--- config.mk ---
export PLATFORM = sky130hd
export DESIGN_NAME = register_file_flat
export DESIGN_NICKNAME = d
export VERILOG_FILES = /design/src/rtl/register_file_pkg.sv /design/src/rtl/register_file_if.sv /design/src/rtl/register_file_scan_fsm.sv /design/src/rtl/register_file.sv /design/src/flat_wrapper.sv
export SDC_FILE = /design/constraint.sdc
export NUM_CORES = 1
export LEC_CHECK = 0
export CAP_MARGIN = 20
export CORE_AREA = 2 2 81 83
export CTS_CLUSTER_DIAMETER = 60
export CTS_CLUSTER_SIZE = 40
export DETAILED_ROUTE_END_ITERATION = 12
export DIE_AREA = 0 0 83 85
export DONT_BUFFER_PORTS = 1
export PLACE_DENSITY = 0.61
export SETUP_SLACK_MARGIN = 0.3
export SYNTH_ARGS = -nofsm -noshare
export SYNTH_HDL_FRONTEND = slang
export SYNTH_SLANG_ARGS = --single-unit
--- constraint.sdc ---
create_clock -name clk -period 1.5 [get_ports clk]
set_input_delay 0.3 -clock clk [delete_from_list [all_inputs] [get_ports clk]]
set_output_delay 0.3 -clock clk [all_outputs]
set_load 0.1 [all_outputs]
--- src/rtl/register_file_pkg.sv ---
// Shared widths and scan-state encoding for the register file and its neighbouring pipeline stages.
package register_file_pkg;

  localparam int unsigned DATA_W   = 8;
  localparam int unsigned ADDR_W   = 2;
  localparam int unsigned NUM_REGS = 2 ** ADDR_W;

  typedef enum logic [1:0] {
    ST_IDLE = 2'd0,
    ST_SCAN = 2'd1,
    ST_DONE = 2'd2
  } scan_state_t;

endpackage

--- src/rtl/register_file_if.sv ---
// Write/read operand bus plus the valid/ready debug dump port of the register file.
interface register_file_if;
  import register_file_pkg::*;

  logic              RegWrite;
  logic [ADDR_W-1:0] WriteAddr;
  logic [DATA_W-1:0] WriteData;
  logic [ADDR_W-1:0] rs_addr;
  logic [ADDR_W-1:0] rt_addr;
  logic [DATA_W-1:0] rs_data;
  logic [DATA_W-1:0] rt_data;
  logic              dump_req;
  logic              dump_valid;
  logic              dump_ready;
  logic [ADDR_W-1:0] dump_addr;
  logic [DATA_W-1:0] dump_data;
  logic              dump_busy;
  logic              dump_done;

  modport master (
    output RegWrite, WriteAddr, WriteData, rs_addr, rt_addr, dump_req, dump_ready,
    input  rs_data, rt_data, dump_valid, dump_addr, dump_data, dump_busy, dump_done
  );

  modport slave (
    input  RegWrite, WriteAddr, WriteData, rs_addr, rt_addr, dump_req, dump_ready,
    output rs_data, rt_data, dump_valid, dump_addr, dump_data, dump_busy, dump_done
  );

endinterface

--- src/rtl/register_file_scan_fsm.sv ---
// Scan FSM: streams every register out as valid/ready beats, fetching the next beat's
// value through a bypassed read port so a write on the accepting edge is captured.
module reg_scan_fsm
  import register_file_pkg::*;
(
  input  logic              clk,
  input  logic              rst,
  input  logic              i_dump_req,
  input  logic              i_dump_ready,
  output logic              o_dump_valid,
  output logic [ADDR_W-1:0] o_dump_addr,
  output logic [DATA_W-1:0] o_dump_data,
  output logic              o_dump_busy,
  output logic              o_dump_done,
  output logic [ADDR_W-1:0] o_rd_addr,
  input  logic [DATA_W-1:0] i_rd_data
);

  scan_state_t       r_state, w_state_nxt;
  logic [ADDR_W-1:0] r_idx, w_idx_nxt;
  logic [DATA_W-1:0] r_data, w_data_nxt;
  logic              r_valid, r_busy, r_done;

  always_ff @(posedge clk) begin
    if (rst) begin
      r_state <= ST_IDLE;
      r_idx   <= '0;
      r_data  <= '0;
      r_valid <= 1'b0;
      r_busy  <= 1'b0;
      r_done  <= 1'b0;
    end else begin
      r_state <= w_state_nxt;
      r_idx   <= w_idx_nxt;
      r_data  <= w_data_nxt;
      r_valid <= (w_state_nxt == ST_SCAN);
      r_busy  <= (w_state_nxt != ST_IDLE);
      r_done  <= (w_state_nxt == ST_DONE);
    end
  end

  always_comb begin
    w_state_nxt = r_state;
    w_idx_nxt   = r_idx;
    w_data_nxt  = r_data;
    case (r_state)
      ST_IDLE: begin
        if (i_dump_req) begin
          w_state_nxt = ST_SCAN;
          w_idx_nxt   = '0;
          w_data_nxt  = '0;
        end
      end
      ST_SCAN: begin
        if (i_dump_ready) begin
          if (r_idx == ADDR_W'(NUM_REGS - 1)) begin
            w_state_nxt = ST_DONE;
          end else begin
            w_idx_nxt  = r_idx + ADDR_W'(1);
            w_data_nxt = i_rd_data;
          end
        end
      end
      ST_DONE: w_state_nxt = ST_IDLE;
      default: w_state_nxt = ST_IDLE;
    endcase
  end

  // Next beat's register; value is ignored on the final beat where this wraps.
  assign o_rd_addr    = r_idx + ADDR_W'(1);
  assign o_dump_valid = r_valid;
  assign o_dump_addr  = r_idx;
  assign o_dump_data  = r_data;
  assign o_dump_busy  = r_busy;
  assign o_dump_done  = r_done;

endmodule

--- src/rtl/register_file.sv ---
// Architectural register file: r0 hardwired to zero, two write-through read ports,
// and a debug scan port driven by reg_scan_fsm.
module register_file
  import register_file_pkg::*;
(
  input  logic           clk,
  input  logic           rst,
  register_file_if.slave bus
);

  logic [DATA_W-1:0] r_regs [NUM_REGS];
  logic [ADDR_W-1:0] w_scan_addr;
  logic [DATA_W-1:0] w_scan_data;

  // Bypassed read: r0 is zero, a same-cycle write to the address wins over storage.
  function automatic logic [DATA_W-1:0] f_read(
    input logic [ADDR_W-1:0] addr,
    input logic              we,
    input logic [ADDR_W-1:0] waddr,
    input logic [DATA_W-1:0] wdata,
    input logic [DATA_W-1:0] stored
  );
    if (addr == '0)              return '0;
    if (we && (waddr == addr))   return wdata;
    return stored;
  endfunction

  always_ff @(posedge clk) begin
    if (rst) begin
      for (int i = 0; i < NUM_REGS; i++) r_regs[i] <= '0;
    end else if (bus.RegWrite && (bus.WriteAddr != '0)) begin
      r_regs[bus.WriteAddr] <= bus.WriteData;
    end
  end

  assign bus.rs_data = f_read(bus.rs_addr, bus.RegWrite, bus.WriteAddr, bus.WriteData,
                              r_regs[bus.rs_addr]);
  assign bus.rt_data = f_read(bus.rt_addr, bus.RegWrite, bus.WriteAddr, bus.WriteData,
                              r_regs[bus.rt_addr]);
  assign w_scan_data = f_read(w_scan_addr, bus.RegWrite, bus.WriteAddr, bus.WriteData,
                              r_regs[w_scan_addr]);

  reg_scan_fsm u_scan (
    .clk          (clk),
    .rst          (rst),
    .i_dump_req   (bus.dump_req),
    .i_dump_ready (bus.dump_ready),
    .o_dump_valid (bus.dump_valid),
    .o_dump_addr  (bus.dump_addr),
    .o_dump_data  (bus.dump_data),
    .o_dump_busy  (bus.dump_busy),
    .o_dump_done  (bus.dump_done),
    .o_rd_addr    (w_scan_addr),
    .i_rd_data    (w_scan_data)
  );

endmodule

--- src/flat_wrapper.sv ---
// flat-port wrapper written by rule: the top's interface ports become plain ports
module register_file_flat import register_file_pkg::*;
  (clk, rst, bus_RegWrite, bus_WriteAddr, bus_WriteData, bus_rs_addr, bus_rt_addr, bus_dump_req, bus_dump_ready, bus_rs_data, bus_rt_data, bus_dump_valid, bus_dump_addr, bus_dump_data, bus_dump_busy, bus_dump_done);
  register_file_if bus_i ();
  input  logic clk;
  input  logic rst;
  input wire logic [$bits(bus_i.RegWrite)-1:0] bus_RegWrite;
  input wire logic [$bits(bus_i.WriteAddr)-1:0] bus_WriteAddr;
  input wire logic [$bits(bus_i.WriteData)-1:0] bus_WriteData;
  input wire logic [$bits(bus_i.rs_addr)-1:0] bus_rs_addr;
  input wire logic [$bits(bus_i.rt_addr)-1:0] bus_rt_addr;
  input wire logic [$bits(bus_i.dump_req)-1:0] bus_dump_req;
  input wire logic [$bits(bus_i.dump_ready)-1:0] bus_dump_ready;
  output wire logic [$bits(bus_i.rs_data)-1:0] bus_rs_data;
  output wire logic [$bits(bus_i.rt_data)-1:0] bus_rt_data;
  output wire logic [$bits(bus_i.dump_valid)-1:0] bus_dump_valid;
  output wire logic [$bits(bus_i.dump_addr)-1:0] bus_dump_addr;
  output wire logic [$bits(bus_i.dump_data)-1:0] bus_dump_data;
  output wire logic [$bits(bus_i.dump_busy)-1:0] bus_dump_busy;
  output wire logic [$bits(bus_i.dump_done)-1:0] bus_dump_done;
  assign bus_i.RegWrite = bus_RegWrite;
  assign bus_i.WriteAddr = bus_WriteAddr;
  assign bus_i.WriteData = bus_WriteData;
  assign bus_i.rs_addr = bus_rs_addr;
  assign bus_i.rt_addr = bus_rt_addr;
  assign bus_i.dump_req = bus_dump_req;
  assign bus_i.dump_ready = bus_dump_ready;
  assign bus_rs_data = bus_i.rs_data;
  assign bus_rt_data = bus_i.rt_data;
  assign bus_dump_valid = bus_i.dump_valid;
  assign bus_dump_addr = bus_i.dump_addr;
  assign bus_dump_data = bus_i.dump_data;
  assign bus_dump_busy = bus_i.dump_busy;
  assign bus_dump_done = bus_i.dump_done;
  register_file u_core (.clk(clk), .rst(rst), .bus(bus_i));
endmodule
Word-level counts from Yosys, hierarchy flattened
Memories as Yosys holds them, arrays and structs flattened.
Cells that the tools add are included.
{"block": "word_totals", "reg_bits": 15, "mem_bits_rw": 32, "out_inout_bits": 29, "memories": 1}
{"name": "u_core.r_regs", "words": 4, "width": 8, "read_ports": 3, "rd_ports_with_merged_regs": 0, "write_ports": 4, "line_no": "register_file.sv:11", "rtl": "logic [DATA_W-1:0] r_regs [NUM_REGS];"}
{"block": "op_classes", "addsub": 1, "n_eq_ne": 10, "n_mux": 41, "reduce_logical": 13}
{"cell": "two-way mux 8 bit", "n": 16}
{"cell": "case mux 8 bit (2 select lines)", "n": 1}
{"cell": "two-way mux 1 bit", "n": 15}
{"cell": "two-way mux 2 bit", "n": 7}
{"cell": "logical NOT 2 bit", "n": 4}
{"cell": "case mux 2 bit (2 select lines)", "n": 2}
{"cell": "OR reduction 8 bit", "n": 1}
{"cell": "== test 2 bit", "n": 3}
{"cell": "!= test 2 bit (second input constant)", "n": 3}
{"cell": "nonzero test 2 bit", "n": 3}
{"cell": "== test 2 x 1 -> 1 bit (second input constant)", "n": 2}
{"cell": "== test 2 bit (second input constant)", "n": 2}
{"cell": "logical AND 1 bit", "n": 4}
{"cell": "AND reduction 4 bit", "n": 1}
{"cell": "adder 2 x 1 -> 2 bit (second input constant)", "n": 1}

Longest topological paths before layout
{"block": "logic_depth", "depth_word": 10, "ltp_mapped": 7}

Cells and area by module
A second synthesis with hierarchy kept.
{"block": "hier_totals", "hier_cells": 251, "area_unflattened_um2": 3124.2}
{"mod": "register_file", "n_inst": 1, "cells_each": 191, "area_each_um2": 2524.9}
{"mod": "reg_scan_fsm", "n_inst": 1, "cells_each": 60, "area_each_um2": 599.3}

Worst setup path before layout
Ideal clock, no wire load.
{"block": "synth_path", "kind": "input to output", "from": "in bus_rs_addr[0]", "to": "out bus_rs_data[0]", "arrival_ns": 2.311, "required_time_ns": 1.200, "slack_ns": -1.111, "cell_stages": 5, "n_path_buf": 1, "cell_sequence": "buf_4 xnor2_1 nand3_2 mux2i_1 nor2_1"}
{"block": "synth_via", "elab_chain_cells": 6, "word_cells_on_any_way": 10, "classes_between": "eq/ne (1); mux (6); reduce/logical (2); memory (1)"}
{"item": "from (decl)", "line_no": "flat_wrapper.sv:10", "rtl": "input wire logic [$bits(bus_i.rs_addr)-1:0] bus_rs_addr;"}
{"item": "== test 2 bit", "line_no": "register_file.sv:24", "rtl": "if (we && (waddr == addr)) return wdata;"}
{"item": "logical AND 1 bit", "line_no": "register_file.sv:24"}
{"item": "two-way mux 1 bit (2 in a row)", "line_no": "register_file.sv:24"}
{"item": "two-way mux 8 bit", "line_no": "register_file.sv:25", "rtl": "return stored;"}
{"item": "two-way mux 8 bit *", "line_no": "register_file.sv:24"}
{"item": "to (decl)", "line_no": "flat_wrapper.sv:14", "rtl": "output wire logic [$bits(bus_i.rs_data)-1:0] bus_rs_data;"}
Every way passes the cells marked *; elsewhere a longest branch is shown, timed or not. The select of a mux whose other input is x is not followed.

==> results.sh <==
export IMPL_hold_viol_final=0
export IMPL_drv_slew=0
export IMPL_async_reset_ff_share_pct=0
export IMPL_grt_pass1_vias=2033
export IMPL_worstPathRequired_ns=1.20
export IMPL_cp_depth=4
export IMPL_synth_top_area_share_pct=35.9
export IMPL_critPathArrivalTime_ns=1.67
export IMPL_p_per_area_mw_per_mm2=990
export IMPL_status="finished with violations"
export IMPL_finalSetupViolCount=23
export IMPL_die_w_um=83
export IMPL_reg2regPathDepth=5
export IMPL_ant_nets=0
export IMPL_fin_crit_ns=1.97
export IMPL_regArea_sq_mm=0.00131
export IMPL_ir_worst_vdd_mv=0.545
export IMPL_ys_ff_latch=47
export IMPL_layout_nets=265
export IMPL_rrSetupSlack_ns=-0.13
export IMPL_critPathMaxStageDelay_ns=0.50
export IMPL_ys_flop_type="edfxtp_1"
export IMPL_synth_cell_type_count=29
export IMPL_diodes=0
export IMPL_final_setup_skew_ns=0.00904
export IMPL_area_growth_pct=44.4
export IMPL_synth_avg_cell_area_sq_um=13.2
export IMPL_nFillCells=459
export IMPL_post_route_period_util_pct=132
export IMPL_gp_congestion=0.785
export IMPL_postLayoutCoreUtil_pct=62.3
export IMPL_numCtsBuffers=5
export IMPL_start_util_pct=43.2
export IMPL_grt_max_degree=20
export IMPL_num_rows=29
export IMPL_cpMaxStageDelayCell="mux4_2"
export IMPL_fmax_mhz=506
export IMPL_vias=1913
export IMPL_crit_family="multiplexers"
export IMPL_fin_hold_ws_ns=0.0514
export IMPL_violations="negative setup slack"
export IMPL_first_iter_violations=127
export IMPL_crit_type="register to primary output"
export IMPL_ys_top_cells_by_area="edfxtp_1 36%, mux4_2 20%, dfxtp_1 11%"
export IMPL_setup_tns_ns=-7.96
export IMPL_drv_cap=0
export IMPL_tritoncts="done"
export IMPL_rsz0062_at_grt="yes"
export IMPL_r2r_start="u_core.u_scan.o_dump_addr[0]$_SDFFE_PP0P_"
export IMPL_startpoint="u_core.r_regs[3][4]$_DFFE_PP_"
export IMPL_die_h_um=85
export IMPL_track_usage_pct=21.5
export IMPL_grt_ovfl_total=0
export IMPL_htree_levels=2
export IMPL_antenna_found_initial=0
export IMPL_die_area_sq_mm=0.00706
export IMPL_syn_area_sq_mm=0.00268
export IMPL_drive_gt1_share_pct=55.7
export IMPL_wl_per_cell_um=22.7
export IMPL_synth_edf_count=32
export IMPL_grt_pass1_wl_um=11300
export IMPL_numPortBuffers=0
export IMPL_syn_inst=203
export IMPL_cts_root_buf="clkbuf_8"
export IMPL_first_pass_iters=4
export IMPL_core_area_sq_mm=0.00620
export IMPL_routed_wl_um=7330
export IMPL_io_pin_count=48
export IMPL_worst_setup_path_start_kind="register"
export IMPL_crit_end="bus_rt_data[4]"
export IMPL_yosys_warnings=0
export IMPL_min_path_type="input port to register"
export IMPL_crit_path_end_kind="primary output"
export IMPL_crit_buf_inv=1
export IMPL_clk_pin_slew_ns=0.09
export IMPL_clock_sinks=47
export IMPL_reg2reg_to="u_core.u_scan.o_dump_data[4]$_SDFFE_PP0P_"
export IMPL_leakage_nw=1.33
export IMPL_ys_seq_area_share_pct=47.1
export IMPL_dp_hpwl_um=4830
export IMPL_setup_ws_ns=-0.475
export IMPL_clockBufferDepth=2
export IMPL_yosysTopAreaCell="edfxtp_1"
export IMPL_post_route_drc_count=0
export IMPL_path_cells="mux4_2, mux2i_2, nor2_4, buf_12"
export IMPL_clock_latency_ns=0.30
export IMPL_multi_input_area_sq_mm=0.00180
export IMPL_crit_path_max_fanout=3
export IMPL_viasPerCell=5.92
==> sequential cells by signal (all words and copies together), names as in the netlist <==
name                        flops
u_core.r_regs                  32
u_core.u_scan.o_dump_data       8
u_core.u_scan.o_dump_addr       2
u_core.u_scan.r_state           2
u_core.u_scan.o_dump_busy       1
u_core.u_scan.o_dump_done       1
u_core.u_scan.o_dump_valid      1
==> placed cells by master, fill, tap and decap left out, types with 3 or more instances in the layout <==
cell,synthesis,routed
clkbuf_8,0,5
nand2_1,10,10
mux2i_2,0,5
mux2i_4,0,11
xnor2_4,0,4
o21ai_1,8,8
edfxtp_1,32,32
nor2_4,0,16
conb_1,1,8
buf_4,5,17
nor3_1,3,3
and2_1,26,26
dfxtp_4,0,13
nor2_1,23,5
mux2i_1,25,9
buf_12,0,19
mux4_2,24,24
==> layout make-up <==
class	count	area share, %
tap	77	2.49
clock inverter	2	0.324
multi-input combinational	151	46.5
sequential	47	33.9
clock buffer	6	1.88
timing repair buffer	40	14.9
==> cell usage after synthesis, types with 2 or more instances <==
library cell,count
mux4_2,24
nand2_1,10
mux2i_1,25
dfxtp_1,15
nor2_1,23
buf_4,5
or2_2,2
clkbuf_1,2
nand3_2,2
nor3b_2,2
xnor2_1,5
buf_2,5
nor3_1,3
a21oi_1,2
and2_1,26
o21ai_1,8
edfxtp_1,32
==> repair_timing <==
item                                    CTS  global route
setup buffers                             7             4
endpoints found under the setup margin   39            28
pin swaps                                 4             8
resized for setup                        39            12
cloned                                    0             0
hold buffers                              0             0
==> power breakdown <==
| group | switching (mW) | total [mW] | internal [mW] |
|---|---|---|---|
| Sequential | 0.157 | 1.62 | 1.46 |
| Clock | 0.447 | 0.774 | 0.327 |
| Combinational | 0.797 | 1.44 | 0.639 |
| Total | 1.40 | 3.83 | 2.43 |
==> cells by family after synthesis <==
| kind of cell | Yosys count | share of synthesized area [%] |
|---|---|---|
| XOR/XNOR | 6 | 1.96 |
| flip-flops | 47 | 47.1 |
| multiplexers | 49 | 29.5 |
| AO/OA/AOI/OAI | 12 | 2.66 |
| buffers and inverters | 12 | 2.62 |
| adder cells (fa/ha/maj) | 1 | 0.467 |
| AND/OR/NAND/NOR | 75 | 15.6 |
| other | 1 | 0.140 |
==> stage by stage <==
step / instance area (sq um) / setup WS, ns / power (mW) / instances
3_3_place_gp: 3450 / -0.148 / 2.93 / 304
4_1_cts: 3750 / -0.480 / 3.78 / 319
3_5_place_dp: 3450 / -0.178 / 2.95 / 304
6_report: 3870 / -0.475 / 3.83 / 323
5_1_grt: 3870 / -0.522 / 3.95 / 323
2_1_floorplan: 3060 / -0.259 / 2.62 / 210
==> worst min path at each step <==
stage	cells after the start	to	slack [ns]	from
2_1_floorplan	2	u_core.u_scan.o_dump_done$_SDFF_PP0_	0.44	bus_dump_ready
3_3_place_gp	1	u_core.u_scan.o_dump_addr[1]$_SDFFE_PP0P_	0.37	rst
3_5_place_dp	1	u_core.u_scan.o_dump_addr[1]$_SDFFE_PP0P_	0.37	rst
4_1_cts	1	u_core.u_scan.o_dump_addr[0]$_SDFFE_PP0P_	0.04	rst
5_1_grt	1	u_core.u_scan.o_dump_addr[0]$_SDFFE_PP0P_	0.04	rst
6_report	1	u_core.u_scan.o_dump_addr[0]$_SDFFE_PP0P_	0.05	rst
==> per-layer routing <==
layer  wire, um  vias to the layer above  GRT usage [%]  part of all wire [%]
met5          0                        -              0                     0
met4        149                        0           6.56                   2.0
met3        467                       12           4.28                   6.4
met2       3940                       75           39.0                    54
met1       2770                      983           26.1                    38
li1           -                      843              -                     -
(Power assumes the default switching activity.)
==> RTL change (same settings) <==
The package constant `DATA_W` goes from 8 to 6.
--- a/src/rtl/register_file_pkg.sv
+++ b/src/rtl/register_file_pkg.sv
@@ -3,3 +3,3 @@
 
-  localparam int unsigned DATA_W   = 8;
+  localparam int unsigned DATA_W   = 6;
   localparam int unsigned ADDR_W   = 2;
Ports: changed (resized bus_WriteData, bus_dump_data, bus_rs_data and bus_rt_data); port bits go from 48 to 40. The function was not compared with the original's and may differ.
==> RTL change against the original RTL <==
The flow still finishes with violations (negative setup slack). Utilization shrank 3.4 points. Final area is 5.5% lower. Sequential power fell by 23%. Sequential cell count is 10 lower. Total power decreased by 15%. Clock power is 13% lower. Area after synthesis is 13% lower. Highest routed layer unchanged. Routed wire length is 3.0% higher. Largest power group is now combinational cells. Critical endpoint is now bus_rt_data[3]. Non-clock buffer count rose by 13. Clock skew shrank 0.00068 ns. Worst setup slack got worse by 0.013 ns.
==> RTL change: results (changes against the original RTL) <==
[logic_synthesis]
synthFlopType=edfxtp_1
synth.area.top_cells=edfxtp_1 31%, mux4_2 17%, dfxtp_1 11%
synth-xor-area-share_pct=4.069  ; +2.1 points
synth_fa_ha_area_share_pct=0.5353  ; +0.068 points
synthTopCellsByCount=24 x edfxtp_1, 19 x o31ai_1, 18 x and2_1, 18 x mux4_2, 14 x a21oi_1
postSynthAreaPerCell_um2=12.17  ; -7.8%
ys_seq_area_share_pct=41.97  ; -5.1 points
ys_types=37  ; +28%
yosys-mux-area-fraction_pct=17.34  ; -12 points
synth_edf_count=24  ; -25%
synth_compound_area_share_pct=11.94  ; +9.3 points

[finish]
final_core_util_pct=58.88  ; -3.4 points
largest_reg_flops=24  ; -25%
finalNetCount=259  ; -2.3%
stdcell_count=319  ; -1.2%

[grt]
grt_pass1_wl_um=11580  ; +2.1%
globalRouteTotalUtil_pct=21.91  ; +0.37 points
grt_max_degree=23  ; +15%

[worst_hold_path]
min_to=u_core.u_scan.o_dump_addr[1]$_SDFFE_PP0P_

[worst_setup_path]
r2r_slack_ns=-0.15  ; -0.02 ns
cp.arrival_ns=1.69  ; +0.02 ns
crit_start=u_core.r_regs[3][3]$_DFFE_PP_
worst-r2r-cell-count=4  ; -1
crit_path_max_incr_delay_ns=0.57  ; +0.07 ns
rr_startpoint=u_core.u_scan.o_dump_addr[1]$_SDFFE_PP0P_
cp-endpoint=bus_rt_data[3]
critPathTopFamily=multiplexers

[power_and_ir_drop]
powerClk_mw=0.677  ; -13%
peakVddDrop_mv=0.6181  ; +13%
power_frac_comb_pct=41.3  ; +3.8 points
power_density_mw_per_mm2=894.1  ; -9.7%
sw_frac_of_total_pct=36.96  ; +0.39 points

[status]
status=complete, but fails checks
violations=negative setup slack

[sta]
holdWs_ns=0.05091  ; -0.0005075 ns
setup_viol=18  ; -22%
fin_skew_ns=0.008365  ; -0.0006793 ns
tns_ns=-6.245  ; +1.714 ns
worst_slack_ns=-0.4879  ; -0.01316 ns

[place]
dp_hpwl_um=5277  ; +9.3%
place_area_mm2=0.003197  ; -7.3%
dp.cells=298  ; -2.0%
pre_cts_slack_ns=-0.1673  ; +0.01091 ns

[route]
drt_iter0_markers=149  ; +17%
routed-via-count=1963  ; +2.6%
wire_per_inst_um=23.67  ; +4.3%

[clock_tree]
clock_path_buffers=2  ; unchanged
clk_pin_slew_worst_paths_ns=0.07  ; -0.02 ns

[RTL change: cell types whose count changed in the layout (fill, tap and decap cells not counted), moves of 9 or more]
cell     change
nand2_1      -9
o31ai_2     +11
nand4_1     +12
nor2_4      -16
mux2i_4     -11
a21oi_4     +12
mux2i_1      -9
[RTL change: timing repair]
action	CTS	global route
endpoints found under the setup margin	30	26
buffers inserted	4	8
pin swaps	4	7
hold buffers	0	0
resized for setup	35	24
gates cloned	1	0
[RTL change: metal layers]
layer	track usage, %	up-vias	part of all wire, %
met5	0	-	0
met4	12.82	0	3.9
met3	4.669	24	5.8
met2	35.63	81	51
met1	27.12	999	40
li1	-	859	-
[RTL change: final cells by class]
cell class | count | area share (%)
clock buffer | 7 | 2.089
multi-input combinational | 140 | 48.90
clock inverter | 1 | 0.2397
sequential | 37 | 27.57
tap | 77 | 2.637
timing repair buffer | 53 | 18.15
inverter | 4 | 0.4110
